`src/rtl/vga_scanner.sv`:
```
// VGA raster generator for the Game-of-Life display: zoom/pan/wrap cell addressing,
// cell-RAM latency matching and RGB rendering with grid and cursor overlays.
module vga_scanner #(
    parameter int WIDTH      = 12,
    parameter int HSIZE      = 800,
    parameter int HFP        = 856,
    parameter int HSP        = 976,
    parameter int HMAX       = 1040,
    parameter int VSIZE      = 600,
    parameter int VFP        = 637,
    parameter int VSP        = 643,
    parameter int VMAX       = 666,
    parameter int HSPP       = 1,
    parameter int VSPP       = 1,
    parameter int P_PARAM_N  = 100,
    parameter int P_PARAM_M  = 75,
    parameter int SCROLL_MIN = 3,
    parameter int RD_LAT     = 2
) (
    input  logic                 clk,
    input  logic                 rst,
    input  logic [15:0]          shift_x,
    input  logic [15:0]          shift_y,
    input  logic [3:0]           scroll,
    input  logic [1:0]           color_mode,
    input  logic                 grid_en,
    input  logic                 setting_status,
    input  logic [2*WIDTH-1:0]   setting_pos,
    output logic [2*WIDTH-1:0]   rd_addr,
    output logic                 rd_en,
    input  logic                 vga_live,
    output logic                 hsync,
    output logic                 vsync,
    output logic                 data_enable,
    output logic [7:0]           video_red,
    output logic [7:0]           video_green,
    output logic [7:0]           video_blue,
    output logic                 frame_start
);

    localparam int               AW     = 2 * WIDTH;
    localparam logic [WIDTH-1:0] H_LAST = WIDTH'(HMAX - 1);
    localparam logic [WIDTH-1:0] V_LAST = WIDTH'(VMAX - 1);
    localparam logic [3:0]       S_MIN  = 4'(SCROLL_MIN);
    localparam logic [3:0]       S_MAX  = 4'd7;
    localparam logic             HS_ON  = (HSPP != 0);
    localparam logic             VS_ON  = (VSPP != 0);

    typedef struct packed {
        logic          vis;
        logic          hs;
        logic          vs;
        logic          grid;
        logic          fs;
        logic [AW-1:0] addr;
    } pix_t;

    localparam pix_t PIX_IDLE = '{vis: 1'b0, hs: !HS_ON, vs: !VS_ON, grid: 1'b0, fs: 1'b0, addr: '0};

    logic [WIDTH-1:0] hdata, vdata;
    logic [15:0]      sx, sy;
    logic [3:0]       s;
    logic [1:0]       mode;
    logic             grid_on;
    logic             frame_end;

    assign frame_end = (hdata == H_LAST) && (vdata == V_LAST);

    // Raster counters; pan/zoom/colour settings are latched only on the last pixel of a frame.
    always_ff @(posedge clk) begin
        // NOTE: every clocked register here uses non-blocking assignment so all stages update from pre-edge values.
        if (rst) begin
            hdata   <= '0;
            vdata   <= '0;
            sx      <= '0;
            sy      <= '0;
            s       <= S_MIN;
            mode    <= 2'd0;
            grid_on <= 1'b0;
        end else begin
            if (hdata == H_LAST) begin
                hdata <= '0;
                vdata <= (vdata == V_LAST) ? '0 : vdata + 1'b1;
            end else begin
                hdata <= hdata + 1'b1;
            end
            if (frame_end) begin
                s       <= (scroll < S_MIN) ? S_MIN : ((scroll > S_MAX) ? S_MAX : scroll);
                sx      <= (shift_x >= 16'(P_PARAM_N)) ? 16'(P_PARAM_N - 1) : shift_x;
                sy      <= (shift_y >= 16'(P_PARAM_M)) ? 16'(P_PARAM_M - 1) : shift_y;
                mode    <= color_mode;
                grid_on <= grid_en;
            end
        end
    end

    logic [WIDTH-1:0] hcell, vcell, cell_mask;
    logic [16:0]      cx_sum, cy_sum, cx, cy;
    logic [31:0]      addr_full;
    logic             visible;
    pix_t             stage_d, stage_q;

    always_comb begin
        // NOTE: every combinational output gets a value on every path, so no latches are inferred.
        hcell     = hdata >> s;
        vcell     = vdata >> s;
        cx_sum    = 17'(hcell) + 17'(sx);
        cy_sum    = 17'(vcell) + 17'(sy);
        // Clamped pan keeps the sum below 2N (2M), so one conditional subtract wraps the torus.
        cx        = (cx_sum >= 17'(P_PARAM_N)) ? cx_sum - 17'(P_PARAM_N) : cx_sum;
        cy        = (cy_sum >= 17'(P_PARAM_M)) ? cy_sum - 17'(P_PARAM_M) : cy_sum;
        addr_full = 32'(cy) * 32'(P_PARAM_N) + 32'(cx);
        visible   = (hdata < WIDTH'(HSIZE)) && (vdata < WIDTH'(VSIZE));
        cell_mask = (WIDTH'(1) << s) - WIDTH'(1);

        stage_d      = PIX_IDLE;
        stage_d.vis  = visible;
        stage_d.hs   = ((hdata >= WIDTH'(HFP)) && (hdata < WIDTH'(HSP))) ~^ HS_ON;
        stage_d.vs   = ((vdata >= WIDTH'(VFP)) && (vdata < WIDTH'(VSP))) ~^ VS_ON;
        stage_d.grid = grid_on && (s >= 4'd3)
                       && (((hdata & cell_mask) == '0) || ((vdata & cell_mask) == '0));
        stage_d.fs   = (hdata == '0) && (vdata == '0);
        stage_d.addr = visible ? AW'(addr_full) : '0;
    end

    assign rd_addr = stage_q.addr;
    assign rd_en   = stage_q.vis;

    pix_t dly [RD_LAT];

    always_ff @(posedge clk) begin
        if (rst) begin
            stage_q <= PIX_IDLE;
            // NOTE: the delay line is a handful of flops, not a RAM, so it is cleared to keep stale syncs off the outputs.
            for (int i = 0; i < RD_LAT; i++) begin
                dly[i] <= PIX_IDLE;
            end
        end else begin
            stage_q <= stage_d;
            dly[0]  <= stage_q;
            for (int i = 1; i < RD_LAT; i++) begin
                dly[i] <= dly[i-1];
            end
        end
    end

    pix_t        tail;
    logic [7:0]  a;
    logic [23:0] rgb_d;

    assign tail = dly[RD_LAT-1];

    // Colour priority: blanking, cursor, live cell, grid line, dead cell.
    always_comb begin
        a     = tail.addr[7:0];
        rgb_d = 24'h000000;
        if (!tail.vis) begin
            rgb_d = 24'h000000;
        end else if (setting_status && (setting_pos == tail.addr)) begin
            rgb_d = vga_live ? 24'hFF0000 : 24'h0000FF;
        end else if (vga_live) begin
            case (mode)
                2'd0:    rgb_d = 24'hFFFFFF;
                2'd1:    rgb_d = {a[4:0], a[7:5], a[2:0], a[7:3], 8'hFF};
                2'd2:    rgb_d = 24'h00FF00;
                default: rgb_d = 24'h000000;
            endcase
        end else if (tail.grid) begin
            rgb_d = 24'h404040;
        end else if (mode == 2'd3) begin
            rgb_d = 24'hFFFFFF;
        end
    end

    always_ff @(posedge clk) begin
        if (rst) begin
            hsync       <= !HS_ON;
            vsync       <= !VS_ON;
            data_enable <= 1'b0;
            video_red   <= 8'h00;
            video_green <= 8'h00;
            video_blue  <= 8'h00;
            frame_start <= 1'b0;
        end else begin
            hsync       <= tail.hs;
            vsync       <= tail.vs;
            data_enable <= tail.vis;
            {video_red, video_green, video_blue} <= rgb_d;
            frame_start <= tail.fs;
        end
    end

endmodule
```
`config.mk`:
```
export PLATFORM = sky130hd
export DESIGN_NAME = vga_scanner
export DESIGN_NICKNAME = d
export VERILOG_FILES = /design/src/rtl/vga_scanner.sv
export SDC_FILE = /design/constraint.sdc
export NUM_CORES = 1
export LEC_CHECK = 0
export ABC_AREA = 0
export BUFFER_PORTS_ARGS = -buffer_cell sky130_fd_sc_hd__buf_2
export CAP_MARGIN = 20
export CORE_MARGIN = 2
export CORE_UTILIZATION = 55
export DETAILED_ROUTE_END_ITERATION = 8
export HOLD_SLACK_MARGIN = 0.15
export PLACE_DENSITY = 0.83
export SYNTH_ARGS = -nofsm -noshare
export SYNTH_HDL_FRONTEND = slang
export SYNTH_SLANG_ARGS = --single-unit
```
`constraint.sdc`:
```
create_clock -name clk -period 11.7 [get_ports clk]
set_clock_uncertainty 0.1 [all_clocks]
set_input_delay 3.51 -clock clk [delete_from_list [all_inputs] [get_ports clk]]
set_output_delay 3.51 -clock clk [all_outputs]
set_load 0.05 [all_outputs]
```
# Word-level counts from Yosys, hierarchy flattened
# Memory sizes are Yosys's and may differ from the RTL's.
# Cells that the tools add are included.
# word_totals
regBits,120
latchBits,0
ram_bits,58
mem_bits_ro,0
output_inout_bits,53
mem_count,1
# mem_list
name,depth,word_bits,rd,rd_clocked_by_memory_dff,wr,line,rtl
dly,2,29,2,0,2,129,pix_t dly [RD_LAT];
# classes
n_addsub,8
mul,1
n_div,0
order_cmp,13
eq_ne,6
shifts,3
muxes,18
bitwise_logic,6
n_reduce_logical,17
# ops
op,count
$mux 24,5
$pmux 24 s3,1
$mux 29,2
$logic_not 12->1,4
$lt 12x10->1 const B,4
$add 12x16->17,2
$ge 17x7->1 const B,2
$mux 17,2
$sub 17x7->17 const B,2
$ge 16x7->1 const B,2
$mux 16,2
$add 12x1->12 const B,2
$add 24x17->24,1
$and 12x12->12,2
$eq 24x24->1,1
$ge 12x10->1 const B,2
$shr 12x4->12,2
$mul 17x5->22 const B,1
$eq 12x10->1 const B,1
$eq 12x11->1 const B,1
$mux 12,1
$shl 1x4->12 const A,1
$sub 12x2->12 const B,1
$logic_and 1x1->1,8
12 further kinds,20

# Logic depth before layout (Yosys ltp)
# Gate-level depths: netlist (run 1).
# logic_depth
depth_word,6
ltp_mapped,42

# Worst setup path after synthesis (run 1)
# No wires, ideal clock.
# synth_path
path_type,register to register
startpoint,register s[0]
endpoint,register stage_q (netlist bit rd_addr[20])
setup_ns,0.121
arrival_ns,8.616
setup_slack_ns,2.863
path_stages_with_launch,36
path_buffers,4
path_cell_list,dfxtp_1 > clkbuf_1 > buf_1 > clkbuf_1 > buf_1 > a31oi_1 > o32ai_1 > ha_1 > a211oi_2 > o211a_1 > or4b_2 > nand4_2 > or4_4 > nor4_2 > mux2_2 > ha_1 > ha_1 > ha_1 > ha_1 > a21o_1 > a21oi_1 > o21bai_1 > a21o_1 > a21oi_1 > nor2_1 > nor2_1 > xnor2_1 > ha_1 > nand4_1 > nor2_1 > a21o_1 > a21o_1 > nor3b_1 > a31oi_2 > nand3b_1 > mux2_2
# synth_between
elab_chain_len,6
word_cells_on_any_way,12
# synth_rtl
element,line,rtl
"start, declared",62,logic [3:0] s;
"start signal, assigned",88,s <= (scroll < S_MIN) ? S_MIN : ((scroll > S_MAX) ? S_MAX : scroll);
$shr 12x4->12,106,vcell = vdata >> s;
$add 12x16->17,108,cy_sum = 17'(vcell) + 17'(sy);
$sub 17x7->17 / $ge 17x7->1 (equally long branches),111,cy = (cy_sum >= 17'(P_PARAM_M)) ? cy_sum - 17'(P_PARAM_M) : cy_sum;
$mux 17,111,
$mul 17x5->22,112,addr_full = 32'(cy) * 32'(P_PARAM_N) + 32'(cx);
$add 24x17->24 *,112,
"end signal, assigned",139,stage_q <= stage_d;
"end, declared",101,"pix_t stage_d, stage_q;"
# Mark *: on every way between the ends. The rest lies on a longest branch, timed or not.
# A chain may end at the register's enable or synchronous reset.

# Worst setup path after layout (run 1)
# layout_path
startpoint,register s[0]
endpoint,register stage_q (netlist bit rd_addr[21])
# The elaborated chain is that of the path after synthesis.

==> metrics.md, run 1 <==
| Metric | Value |
|---|---|
| Outcome | completed |
| Clock buffer count from CTS | 17 |
| Pre-CTS setup slack | 2.303 ns |
| VDD IR-drop max | 0.00006628 V |
| DR WL met3 | 1952 um |
| Diodes inserted | 0 |
| Period utilization | 0.8190 |
| Met2 WL post-DR | 13980 um |
| Pin slew with the least headroom to its limit | 0.8545 ns |
| Netlist cell types | 87 |
| Global route total overflow | 0 |
| Detailed placer's ending HPWL | 22130 um |
| Initial antenna violation count | 0 |
| Syn Inst Count | 1510 |
| Max-slew headroom | 0.4256 |
| Fmax | 104.4 MHz |
| Crit path capture type | flop |
| Placeable Area | 22430 sq um |
| CP max stage delay | 0.78 ns |
| Worst hold start | dly[0][13]$_SDFF_PP0_ |
| Area Growth Syn to Fin | 8.788% |
| Post-CTS Setup Bufs | 0 |
| CP bufs+invs | 6 |
| DR vias | 11000 |
| Die X | 154.6 um |
| Yosys reg bits | 172 |
| Root Buffer | clkbuf_16 |
| I/O pin total | 120 |
| WL per Instance | 15.98 um |
| DRT iter0 DRCs | 1078 |
| CTS tree | yes |
| Drt pass-1 iters | 7 |
| Post-synth top area share | 0.2761 |
| HP Class | flop to flop |
| Die height | 154.6 um |
| Area contributors post-synth | dfxtp_1 28%, ha_1 10%, nor2_1 4.6%, xnor2_1 4.1%, xor2_1 3.9% |
| RSZ-0062 raised after global routing | false |
| Worst Path Arrival | 9.86 ns |
| Power density cells | 89.45 nW/um^2 |
| Main flop type after synthesis | dfxtp_1 |
| Pin count of the biggest net entering global routing | 86 |
| Crit path max-delay family | compound AO/OA/AOI/OAI gates |
| Share of layout cells above drive strength 1 | 0.1403 |
| GRT Total Usage | 0.2495 |
| Hold Vio Cnt, Final | 0 |
| Clock Sinks | 172 |
| Fillers | 1878 |
| Design Area, Final | 13570 sq um |
| Post-DRT Antenna Nets | 0 |
| Commonest non-fill, non-tap cell in the layout | dfxtp_1 |
| Total negative slack | 0 ns |
| Initial core utilization | 0.5560 |
| P_leak | 6.328 nW |
| Final Wtd Congestion | 0.9284 |
| WS Path Type | flop to flop |
| Reg2reg start | s[0]$_SDFFE_PP1P_ |
| Setup ws final | 2.117 ns |
| Total Wirelength | 29610 um |
| Met1 wire length | 12990 um |
| Max Cap Viol | 0 |
| Post-CTS Hold Fix Bufs | 0 |
| Critical-path top delay cell | nor4_2 |
| Nets | 1738 |
| CP max FO | 35 |
| Ys async rst share | 0 |
| First-pass GRT wire length | 49710 um |
| DIE AREA | 23900 sq um |
| YS warnings | 0 |
| H-tree Lvls | 4 |
| Critical Path Source | s[0]$_SDFFE_PP1P_ |
| IO Port Bufs | 119 |
| Vias per cell | 5.937 |
| Area leader, netlist | dfxtp_1 |
| Mean post-synth cell area | 8.260 sq um |
| Most frequent cells in the layout | 172 x dfxtp_1, 151 x nor2_1, 119 x buf_2 |
| Mapped Area | 12470 sq um |
| # resized after CTS | 0 |
| Max Slew Vio Count | 0 |
| Site Rows | 55 |
| Placed Area | 12970 sq um |
| Setup crit start kind | flop |
| Vias in the first global route | 10560 |
| Register clock-pin slew on the reported worst setup and hold paths | 0.07 ns |
| CTS Buffer Depth | 2 |
| Critical Path RT | 11.98 ns |
| Syn Nets | 1693 |
| DR top layer | met4 |
| Worst skew pair latency | 0.44 ns |
| Min Tclk post-route | 9.583 ns |
| Post-synth EDFFs | 0 |
| Final setup fails | 0 |
| Drt drc | 0 |
| Register area share after synthesis | 0.2761 |
worst register-to-register path, delay by kind of cell (launching register included):
kind	cells	cell delay, ns
AND/OR/NAND/NOR	8	2.67
buffers and inverters	6	1.06
flip-flops	1	0.32
adder cells (fa/ha/maj)	5	1.78
AO/OA/AOI/OAI	12	3.16
XOR/XNOR	2	0.44
final timing paths:
| check | cells after the start | slack [ns] | end |
|---|---|---|---|
| setup / recovery | 33 | 2.12 | rd_addr[21]$_SDFF_PP0_ |
| hold / removal | 1 | 0.33 | dly[0][42]$_SDFF_PP0_ |
| setup reg to reg | 33 | 2.12 | rd_addr[21]$_SDFF_PP0_ |
| hold reg to reg | 1 | 0.33 | dly[0][42]$_SDFF_PP0_ |
sequential cells by signal (all words and copies together), names as in the netlist, 4 cells and up:
signal       flops
vdata           12
sx              16
video_green      8
stage_q          4
dly             58
s                4
video_red        8
hdata           12
rd_addr         24
sy              16
layer usage:
layer,vias up,track usage
met2,452,0.4386
met1,5123,0.3085
met5,-,0
met4,0,0.09259
li1,5350,-
met3,76,0.03951
per-stage QoR:
| stage | utilization | total power [mW] | cells | hold WS [ns] |
|---|---|---|---|---|
| final | 0.6049 | 1.214 | 1853 | 0.3322 |
| after global routing | 0.6049 | 1.245 | 1853 | 0.3544 |
| after CTS | 0.6049 | 1.221 | 1853 | 0.3363 |
| after global placement | 0.5784 | 0.6484 | 1821 | 0.3160 |
| after detailed placement | 0.5784 | 0.6491 | 1821 | 0.3231 |
| after floorplan | - | 0.6305 | 1510 | 0.3138 |
synth_stat cells, types with 7 or more instances:
| master | number |
|---|---|
| a211o_1 | 8 |
| a211oi_1 | 20 |
| a21o_1 | 23 |
| a21oi_1 | 89 |
| a22o_1 | 11 |
| a31oi_1 | 12 |
| and2_1 | 33 |
| and3_1 | 11 |
| buf_1 | 7 |
| buf_4 | 32 |
| clkbuf_1 | 53 |
| dfxtp_1 | 172 |
| fa_1 | 14 |
| ha_1 | 102 |
| inv_1 | 98 |
| mux2_2 | 11 |
| mux2i_1 | 24 |
| nand2_1 | 85 |
| nand2b_1 | 11 |
| nand3_1 | 38 |
| nand4_1 | 13 |
| nor2_1 | 152 |
| nor2b_1 | 71 |
| nor3_1 | 46 |
| nor4_1 | 15 |
| o211ai_1 | 14 |
| o21a_1 | 17 |
| o21ai_0 | 48 |
| o21bai_1 | 8 |
| o31ai_1 | 8 |
| or2_2 | 15 |
| or3_1 | 11 |
| xnor2_1 | 59 |
| xor2_1 | 56 |
power by group:
| group | internal, mW | switching [mW] |
|---|---|---|
| clock network | 0.309 | 0.269 |
| logic | 0.0177 | 0.0276 |
| registers | 0.588 | 0.00205 |
| total | 0.915 | 0.299 |
logic make-up after synthesis:
logic type / share of synthesized area
buffers and inverters: 0.07062
AND/OR/NAND/NOR: 0.2203
adder cells (fa/ha/maj): 0.1257
multiplexers: 0.04093
flip-flops: 0.2761
AO/OA/AOI/OAI: 0.1839
XOR/XNOR: 0.08256
final cells by class:
cell class | count | area, sq um | area share
multi-input combinational | 1138 | 8152 | 0.6007
sequential | 172 | 3443 | 0.2538
timing repair buffer | 126 | 648.1 | 0.04776
clock buffer | 19 | 442.9 | 0.03264
inverter | 100 | 375.4 | 0.02766
tap | 285 | 356.6 | 0.02628
clock inverter | 13 | 151.4 | 0.01116
Power figures use the tool's default switching activity.
==> run 2, diff against run 1 <==
clock period = 9.04 ns   (was 11.7 ns; I/O delays follow)
==> metrics.md, run 2 (synthesis results as in run 1) <==
| Metric | Value |
|---|---|
| Final Wtd Congestion | 0.9314 (+0.32%) |
| Setup ws final | 0.3590 ns (-1.758 ns) |
| Final setup fails | 0 (unchanged) |
| Multi-input gate area | 8228 sq um (+0.94%) |
| Clock power frac | 0.487 (+0.011) |
| Initial core utilization | 0.5560 (unchanged) |
| Initial antenna violation count | 0 (unchanged) |
| Worst skew pair latency | 0.44 ns (about the same) |
| Power density cells | 115.8 nW/um^2 (+29%) |
| Setup crit start kind | flop |
| Share of layout cells above drive strength 1 | 0.1625 (+0.02216) |
| Nets | 1758 (+1.2%) |
| Vias per cell | 5.812 (-2.1%) |
| Critical-path top delay cell | or4_4 |
| CTS tree | yes |
| CP max stage delay | 0.49 ns (-0.29 ns) |
| Largest register FFs | 58 (unchanged) |
| Total Power | 1.604 mW (+32%) |
| Vias in the first global route | 10600 (+0.35%) |
| Max-slew headroom | 0.4033 (-0.02223) |
| Crit path capture type | flop |
| Drt drc | 0 (unchanged) |
| Post-DRT Antenna Nets | 0 (unchanged) |
| DIE AREA | 23900 sq um (unchanged) |
| Die X | 154.6 um (unchanged) |
| Sw power | 0.3849 mW (+29%) |
| First-pass GRT wire length | 50500 um (+1.6%) |
| Worst Path Arrival | 8.90 ns (-0.96 ns) |
| Total Wirelength | 30030 um (+1.4%) |
| Pre-CTS setup slack | 0.1773 ns (-2.126 ns) |
| Diodes inserted | 0 (unchanged) |
| Min Tclk post-route | 8.681 ns (-0.9018 ns) |
| Placeable Area | 22430 sq um (unchanged) |
| Register area | 3451 sq um (+0.22%) |
| H-tree Lvls | 4 (unchanged) |
| Period utilization | 0.9603 (+0.1412) |
| VDD IR-drop max | 0.00007523 V (+14%) |
| Most frequent cells in the layout | 168 x dfxtp_1, 151 x nor2_1, 119 x buf_2 |
| CTS Buffer Depth | 2 (unchanged) |
| I/O pin total | 120 (unchanged) |
| Clock Sinks | 172 (unchanged) |
| Sequential Power Share | 0.476 (-0.010) |
| Switching Fraction | 0.2400 (-0.006434) |
| Hold Vio Cnt, Final | 0 (unchanged) |
| Area Growth Syn to Fin | 11.04% |
| Fillers | 1848 (-1.6%) |
| CP most frequent cell | ha_1 |
| Pin count of the biggest net entering global routing | 85 (-1.2%) |
| WL per Instance | 16.03 um (+0.35%) |
| Register clock-pin slew on the reported worst setup and hold paths | 0.07 ns (about the same) |
| Pin slew with the least headroom to its limit | 0.8724 ns (+0.01790 ns) |
| P_leak | 6.465 nW (+2.2%) |
| Detailed placer's ending HPWL | 22530 um (+1.8%) |
| Outcome | completed |
| DRT iter0 DRCs | 727 (-33%) |
| Max Slew Vio Count | 0 (unchanged) |
| WS Path Type | flop to flop |
| Fmax | 115.2 MHz (+10%) |
| Post-CTS Hold Fix Bufs | 0 (unchanged) |
| GRT Total Usage | 0.2539 (+0.004487) |
| Commonest non-fill, non-tap cell in the layout | dfxtp_1 |
| HP Class | flop to flop |
| Most flops, register | dly |
| Final core utilization | 0.6174 (+0.01255) |
| Site Rows | 55 (unchanged) |
| Die height | 154.6 um (unchanged) |
| Clock buffer count from CTS | 17 (unchanged) |
| P_int | 1.219 mW (+33%) |
| Global route total overflow | 0 (unchanged) |
| Critical Path RT | 9.26 ns (-2.72 ns) |
| Max Cap Viol | 0 (unchanged) |
| IO Port Bufs | 119 (unchanged) |
| CP max FO | 22 (-37%) |
| DR vias | 10890 (-1.0%) |
| Root Buffer | clkbuf_16 |
| Drt pass-1 iters | 6 (-1) |
| Comb pwr share | 0.037 (about the same) |
-- run 2: final timing paths --
| check | slack, ns | startpoint | depth (start not counted) | to |
|---|---|---|---|---|
| min reg2reg | 0.33 | stage_q[25]$_SDFF_PP0_ | 1 | dly[0][25]$_SDFF_PP0_ |
| max | 0.36 | s[0]$_SDFFE_PP1P_ | 37 | rd_addr[22]$_SDFF_PP0_ |
| min | 0.33 | stage_q[25]$_SDFF_PP0_ | 1 | dly[0][25]$_SDFF_PP0_ |
| max reg2reg | 0.36 | s[0]$_SDFFE_PP1P_ | 37 | rd_addr[22]$_SDFF_PP0_ |
-- run 2: per-layer routing --
| metal | track usage | up-vias | part of all wire |
|---|---|---|---|
| li1 | - | 5385 | - |
| met1 | 0.3278 | 5061 | 0.44 |
| met2 | 0.4418 | 388 | 0.48 |
| met3 | 0.04315 | 52 | 0.064 |
| met4 | 0.06481 | 0 | 0.016 |
| met5 | 0 | - | 0 |
-- run 2: power groups by stage --
stage	sequential, mW	combinational (mW)	clock, mW
2_1_floorplan	0.787	0.0290	0
3_3_place_gp	0.782	0.0576	0
3_5_place_dp	0.782	0.0585	0
4_1_cts	0.764	0.0588	0.789
5_1_grt	0.764	0.0643	0.820
6_report	0.764	0.0589	0.781
-- run 2: layout make-up --
type | count | area share
clock buffer | 19 | 0.03270
clock inverter | 13 | 0.01229
inverter | 100 | 0.02764
multi-input combinational | 1138 | 0.5940
sequential | 172 | 0.2491
tap | 285 | 0.02575
timing repair buffer | 146 | 0.05845
-- run 2: what timing repair did --
item | CTS | global route
hold endpoints to repair | 0 | 0
endpoints found under the setup margin | 0 | 8
gates resized for setup | 0 | 24
buffers inserted | 0 | 5
-- run 2: metrics by stage --
stage,instances,instance area [sq um],hold slack (ns),setup TNS [ns]
CTS,1868,13710,0.3286,0
global placement,1836,13090,0.3152,0
floorplan,1510,12470,0.3138,0
detailed placement,1836,13090,0.3204,0
finish,1873,13850,0.3276,0
global route,1873,13850,0.3565,-0.2006
-- run 2: critical path, delay by kind of cell (launching register included) --
family	cells	cell delay, ns
DFF	1	0.42
AOI/OAI and AO/OA	14	2.42
and+or+nand+nor	9	1.63
xor gates and xnor gates	2	0.34
muxes	3	1.04
adders and majority gates	7	2.22
buffers and inverters	2	0.40
